===== config.mk =====
export PLATFORM = sky130hd
export DESIGN_NAME = acc_stage_ctrl
export DESIGN_NICKNAME = d
export VERILOG_FILES = /design/src/rtl/acc_stage_ctrl_pkg.sv /design/src/rtl/acc_result_tracker.sv /design/src/rtl/acc_stage_ctrl.sv
export SDC_FILE = /design/constraint.sdc
export NUM_CORES = 1
export LEC_CHECK = 0
export ABC_CLOCK_PERIOD_IN_PS = 3100
export BUFFER_PORTS_ARGS = -buffer_cell sky130_fd_sc_hd__buf_4
export CAP_MARGIN = 40
export CORE_AREA = 3 3 172 123
export CTS_BUF_LIST = sky130_fd_sc_hd__clkbuf_2 sky130_fd_sc_hd__clkbuf_4 sky130_fd_sc_hd__clkbuf_8
export CTS_CLUSTER_DIAMETER = 50
export DETAILED_ROUTE_END_ITERATION = 8
export DIE_AREA = 0 0 175 126
export PLACE_DENSITY = 0.65
export RECOVER_POWER = 100
export SLEW_MARGIN = 20
export SYNTH_ARGS = -nofsm -noshare
export SYNTH_HDL_FRONTEND = slang
export SYNTH_SLANG_ARGS = --single-unit

===== constraint.sdc =====
create_clock -name clk -period 3.1 [get_ports clk]
set_input_delay 0.31 -clock clk [delete_from_list [all_inputs] [get_ports clk]]
set_output_delay 0.31 -clock clk [all_outputs]
set_load 0.02 [all_outputs]

===== src/rtl/acc_stage_ctrl_pkg.sv =====
// Shared definitions for the accumulator stage controller.
package acc_stage_ctrl_pkg;

  typedef enum logic [2:0] {
    ST_IDLE   = 3'd0,
    ST_LOAD   = 3'd1,
    ST_STREAM = 3'd2,
    ST_DRAIN  = 3'd3,
    ST_DONE   = 3'd4
  } state_t;

  // Per-block result select codes, two bits per block in output_sel.
  localparam logic [1:0] OUT_SEL_WEST  = 2'b01;
  localparam logic [1:0] OUT_SEL_SOUTH = 2'b10;

  // Beats per accumulation group; each group yields one result per block.
  localparam int DATA_NUM_DEFAULT = 192;

endpackage


===== src/rtl/acc_result_tracker.sv =====
// Per-block saturating result counters and the all-blocks-done reduction.
module acc_result_tracker #(
  parameter int NUM_BLOCKS = 4,
  parameter int BEAT_W     = 16
) (
  input  logic                  clk,
  input  logic                  rst,
  input  logic                  clear,
  input  logic                  count_en,
  input  logic [NUM_BLOCKS-1:0] mask,
  input  logic [NUM_BLOCKS-1:0] res_valid,
  input  logic [BEAT_W-1:0]     groups,
  output logic                  all_done
);

  logic [NUM_BLOCKS-1:0] lane_done;

  for (genvar i = 0; i < NUM_BLOCKS; i++) begin : g_lane
    logic [BEAT_W-1:0] cnt_q;
    logic [BEAT_W-1:0] cnt_nxt;

    // Count strobes from enabled blocks only, saturating at the group count.
    always_comb begin
      cnt_nxt = cnt_q;
      if (count_en && mask[i] && res_valid[i] && (cnt_q < groups))
        cnt_nxt = cnt_q + 1'b1;
    end

    // Counter register, cleared at the start of every stage.
    always_ff @(posedge clk) begin
      if (rst || clear) cnt_q <= '0;
      else              cnt_q <= cnt_nxt;
    end

    // Look at the post-update count so a strobe ends the stage on the same edge.
    assign lane_done[i] = !mask[i] || (cnt_nxt == groups);
  end

  assign all_done = &lane_done;

endmodule


===== src/rtl/acc_stage_ctrl.sv =====
// Sequences one stage of a row of accumulator blocks: config, operand
// streaming for cfg_beats beats, result drain, then a done pulse.
module acc_stage_ctrl
  import acc_stage_ctrl_pkg::*;
#(
  parameter int NUM_BLOCKS    = 4,
  parameter int DATA_NUM      = DATA_NUM_DEFAULT,
  parameter int BEAT_W        = 16,
  parameter int DRAIN_TIMEOUT = 1024
) (
  input  logic                    clk,
  input  logic                    rst,
  input  logic                    cfg_valid,
  output logic                    cfg_ready,
  input  logic [NUM_BLOCKS-1:0]   cfg_block_mask,
  input  logic [2*NUM_BLOCKS-1:0] cfg_output_sel,
  input  logic [BEAT_W-1:0]       cfg_beats,
  input  logic                    in_valid,
  output logic                    in_ready,
  output logic                    feed_valid,
  output logic                    stage_start,
  output logic [NUM_BLOCKS-1:0]   block_en,
  output logic [2*NUM_BLOCKS-1:0] output_sel,
  input  logic [NUM_BLOCKS-1:0]   res_valid,
  output logic                    busy,
  output logic                    done,
  output logic                    err
);

  localparam int DW = $clog2(DRAIN_TIMEOUT + 1);
  localparam logic [BEAT_W-1:0] DN = BEAT_W'(DATA_NUM);

  state_t                state;
  logic [NUM_BLOCKS-1:0] mask_q;
  logic [BEAT_W-1:0]     groups_q;
  logic [BEAT_W-1:0]     beats_q;
  logic [BEAT_W-1:0]     beat_cnt;
  logic [DW-1:0]         drain_cnt;
  logic                  cfg_fire;
  logic                  cfg_bad;
  logic                  cfg_ok;
  logic                  last_beat;
  logic                  all_done;
  logic                  count_en;

  assign cfg_fire   = cfg_valid && cfg_ready;
  assign cfg_bad    = (cfg_beats == '0) || ((cfg_beats % DN) != '0);
  assign cfg_ok     = cfg_fire && !cfg_bad && (state == ST_IDLE);
  assign feed_valid = in_valid && in_ready;
  assign last_beat  = feed_valid && (beat_cnt == beats_q - 1'b1);
  // Results arriving while operands still stream are counted too.
  assign count_en   = (state == ST_STREAM) || (state == ST_DRAIN);

  acc_result_tracker #(
    .NUM_BLOCKS (NUM_BLOCKS),
    .BEAT_W     (BEAT_W)
  ) u_tracker (
    .clk       (clk),
    .rst       (rst),
    .clear     (cfg_ok),
    .count_en  (count_en),
    .mask      (mask_q),
    .res_valid (res_valid),
    .groups    (groups_q),
    .all_done  (all_done)
  );

  // Stage FSM with registered outputs.
  always_ff @(posedge clk) begin
    if (rst) begin
      state       <= ST_IDLE;
      cfg_ready   <= 1'b1;
      in_ready    <= 1'b0;
      stage_start <= 1'b0;
      block_en    <= '0;
      output_sel  <= '0;
      busy        <= 1'b0;
      done        <= 1'b0;
      err         <= 1'b0;
      mask_q      <= '0;
      groups_q    <= '0;
      beats_q     <= '0;
      beat_cnt    <= '0;
      drain_cnt   <= '0;
    end else begin
      done <= 1'b0;
      case (state)
        ST_IDLE: begin
          if (cfg_fire) begin
            if (cfg_bad) begin
              // Rejected config: flag it and pulse done without starting.
              err  <= 1'b1;
              done <= 1'b1;
            end else begin
              mask_q      <= cfg_block_mask;
              groups_q    <= cfg_beats / DN;
              beats_q     <= cfg_beats;
              err         <= 1'b0;
              cfg_ready   <= 1'b0;
              busy        <= 1'b1;
              stage_start <= 1'b1;
              block_en    <= cfg_block_mask;
              output_sel  <= cfg_output_sel;
              state       <= ST_LOAD;
            end
          end
        end
        ST_LOAD: begin
          beat_cnt <= '0;
          in_ready <= 1'b1;
          state    <= ST_STREAM;
        end
        ST_STREAM: begin
          if (feed_valid) beat_cnt <= beat_cnt + 1'b1;
          if (last_beat) begin
            in_ready  <= 1'b0;
            drain_cnt <= '0;
            // Nothing left to wait for (e.g. empty mask): finish right away.
            if (all_done) begin
              done  <= 1'b1;
              state <= ST_DONE;
            end else begin
              state <= ST_DRAIN;
            end
          end
        end
        ST_DRAIN: begin
          drain_cnt <= drain_cnt + 1'b1;
          if (all_done) begin
            done  <= 1'b1;
            state <= ST_DONE;
          end else if (drain_cnt == DW'(DRAIN_TIMEOUT - 1)) begin
            err   <= 1'b1;
            done  <= 1'b1;
            state <= ST_DONE;
          end
        end
        ST_DONE: begin
          stage_start <= 1'b0;
          block_en    <= '0;
          output_sel  <= '0;
          busy        <= 1'b0;
          cfg_ready   <= 1'b1;
          state       <= ST_IDLE;
        end
        default: state <= ST_IDLE;
      endcase
    end
  end

endmodule


==> out/metrics.cfg <==
[drt]
drtIter0Drc=718
remaining_drc_errors=0
ant_nets=0
vias=8621
via_per_inst=5.73
wl_per_cell_um=17.3
detailedRoute.firstPassIterationCount=5
wirelength_um=26000

[layout]
final_layout_size_suffix_gt1_share_pct=23.1
area_growth_pct=26.9
diodes=0
final_common_cell=buf_4
final_cell_mix=buf_4 (161), dfxtp_1 (133), nor2_1 (122)
nNetsFinal=1298
fin_area_sq_um=11200
layout.cells.non_filler=1504

[global_route]
grt_pass1_wl_um=41600
grt_max_degree=47
grt_overflow=0
antenna_found_initial=1
grt_use_total_pct=23.3
first_global_vias=7853

[status]
outcome=complete, but fails checks
violations=negative setup slack

[hold_path]
min_from=cfg_output_sel[6]
hold-path-endpoint=output_sel[6]$_SDFFE_PP0P_
hp-class=primary input to flip-flop
min_path_cells=2

[floorplan]
die-height_um=126
pin_count=55
rows=43
die_w_um=175
core_sq_um=19700
dieArea_sq_um=22100
start_util_pct=44.6

[yosys]
synth_edf_count=0
synthAdderAreaFrac_pct=5.55
yosys.area.top_type=dfxtp_1
synthSimpleGateAreaFrac_pct=26.2
synthMuxAreaShare_pct=2.86
ys_async_sr_fraction_pct=0
ys_ff_latch=140
avgSynthCellArea_sq_um=8.24
synth_xor_area_share_pct=9.68
yosysSeqAreaShare_pct=31.9
netlist_area_sq_um=8790
synth_top_family_by_area=simple AND/OR/NAND/NOR gates
yosys.area.top_type_share_pct=31.9
ys_types=87
synthCells=1067
synth_flop_cell=dfxtp_1
synth_compound_area_share_pct=19.6
synth_nets=1142
yosysWarnings=0
yosys-top-cells-area=dfxtp_1 (32%), xnor2_1 (5.6%), ha_1 (5.6%)

[clock_tree]
clkSinkCount=140
cts-root-buf=clkbuf_8
cts_tree=built
numCtsBuffers=17
clockBufferDepth=2
clk_latency_ps=460
h-tree-depth=4
cts.clk_slew.worst_paths_ps=90

[critical_path]
worstReg2RegEnd=done$_SDFF_PP0_
endpoint_kind=flip-flop
path_max_fanout=7
reg2regPathDepth=12
r2r_setup_slack_ps=-50
crit_type=flip-flop to flip-flop
startpoint_type=flip-flop
cp.required_ps=3480
worst_ep_arrival_time_ps=3530
worstReg2RegStart=groups_q[1]$_SDFFE_PP0P_

[place]
routabilityCongestion=0.991
port_buffers=54
place_inst=1454
place_hpwl_um=18800
placed_area_sq_um=10300

[job]
drv_cap=0

[sta]
finalWorstSetupSlack_ps=-50.7
setup_viol=5
min_period_ps=3150
fin_worst_skew_ps=14.0
fmax_ghz=0.317
fin_crit_sh_pct=102
tightest_slew_ps=535
relSlewSlack_pct=64.3
hold_viol_final=0
finalMaxSlewViolations=0
rsz0062_at_grt=true

[pwr]
vdd.ir_drop.worst_uv=260
powerDensity_nw_per_um2=348
p_leak_nw=4.55

## stage by stage
stage	util [%]	TNS (ps)	power [W]	hold slack, ps	worst slack, ps
2_1_floorplan	-	0	0.00202	421	24.4
3_3_place_gp	52.2	-1030	0.00214	435	-235
3_5_place_dp	52.2	-1130	0.00214	437	-228
4_1_cts	55.8	0	0.00391	30.7	2.17
5_1_grt	56.7	-1480	0.00400	34.3	-177
6_report	56.7	-185	0.00388	50.6	-50.7
## registers in the layout (all words and copies together) (netlist names), 4 cells and up
| name | cells |
|---|---|
| beat_cnt | 16 |
| drain_cnt | 11 |
| u_tracker.g_lane.cnt_q | 64 |
| mask_q | 4 |
| output_sel | 8 |
| block_en | 4 |
| groups_q | 9 |
| beats_q | 16 |
## how the worst max path moves through the flow
stage / cells past startpoint / endpoint / slack, ps / from
after global placement: 11 / state[1]$_SDFFE_PP0P_ / -230 / groups_q[1]$_SDFFE_PP0P_
after detailed placement: 11 / done$_SDFF_PP0_ / -230 / groups_q[1]$_SDFFE_PP0P_
after floorplan: 11 / state[1]$_SDFFE_PP0P_ / 20 / groups_q[5]$_SDFFE_PP0P_
after global routing: 12 / done$_SDFF_PP0_ / -180 / groups_q[1]$_SDFFE_PP0P_
after CTS: 13 / state[1]$_SDFFE_PP0P_ / 2 / groups_q[7]$_SDFFE_PP0P_
final: 12 / done$_SDFF_PP0_ / -50 / groups_q[1]$_SDFFE_PP0P_
## timing repair
item | 4_1_cts | 5_1_grt
pin swaps | 12 | 32
hold buffers | 0 | 0
setup buffers | 7 | 13
hold endpoints to repair | 0 | 0
setup endpoints to repair | 5 | 10
resized for setup | 36 | 42
## Yosys cell counts, types with 8 or more instances
master     count
dfxtp_1      140
nor2_1       123
nand2_1       75
xnor2_1       56
a21oi_1       45
o21ai_0       45
ha_1          39
and2_1        36
xor2_1        36
nand3_1       35
clkbuf_1      33
nor3_1        32
inv_1         30
mux2i_1       24
and3_1        23
a211oi_1      21
buf_2         17
nand2b_1      17
nand4_1       16
a22o_1        15
a31oi_1       15
nor2b_1       11
nor4_1        10
o2111ai_1      9
o211ai_1       9
or3_1          8
## worst max-delay path, stage by stage (launching register included)
cell and delay (ps):
dfxtp_2 360, inv_4 40, ha_4 200, a2111o_1 490, buf_6 160, a211oi_4 410, and3_4 270, a21oi_2 30
a2111o_1 380, o31ai_4 220, buf_4 160, nand4_1 140, o21ai_2 210
## where the power goes
group,internal [W],leakage [nW],total [W],switching [W]
Clock,0.00103,0.232,0.00178,0.000746
Combinational,0.000125,3.19,0.000302,0.000177
Sequential,0.00180,1.13,0.00180,0.00000333
Total,0.00295,4.55,0.00388,0.000927
## cell type report
| cell class | count | area [sq um] |
|---|---|---|
| Fill cell | 1797 | 8530 |
| Multi-Input combinational cell | 839 | 6000 |
| Sequential cell | 140 | 2810 |
| Timing Repair Buffer | 194 | 1420 |
| Tap cell | 270 | 338 |
| Clock buffer | 21 | 283 |
| Clock inverter | 9 | 184 |
| Inverter | 31 | 120 |
## per-layer routing
layer	global-route usage, %	share of wire (%)
met5	0	0.050
met4	6.47	1.8
met3	5.21	7.4
met2	32.5	41
met1	35.7	50
## kinds of logic after synthesis
group / count (synthesis)
simple gates: 439
compound gates: 242
flops: 140
xor+xnor: 94
buf+inv: 88
fa+ha+maj: 39
mux: 25
Power figures use the tool's default switching activity.
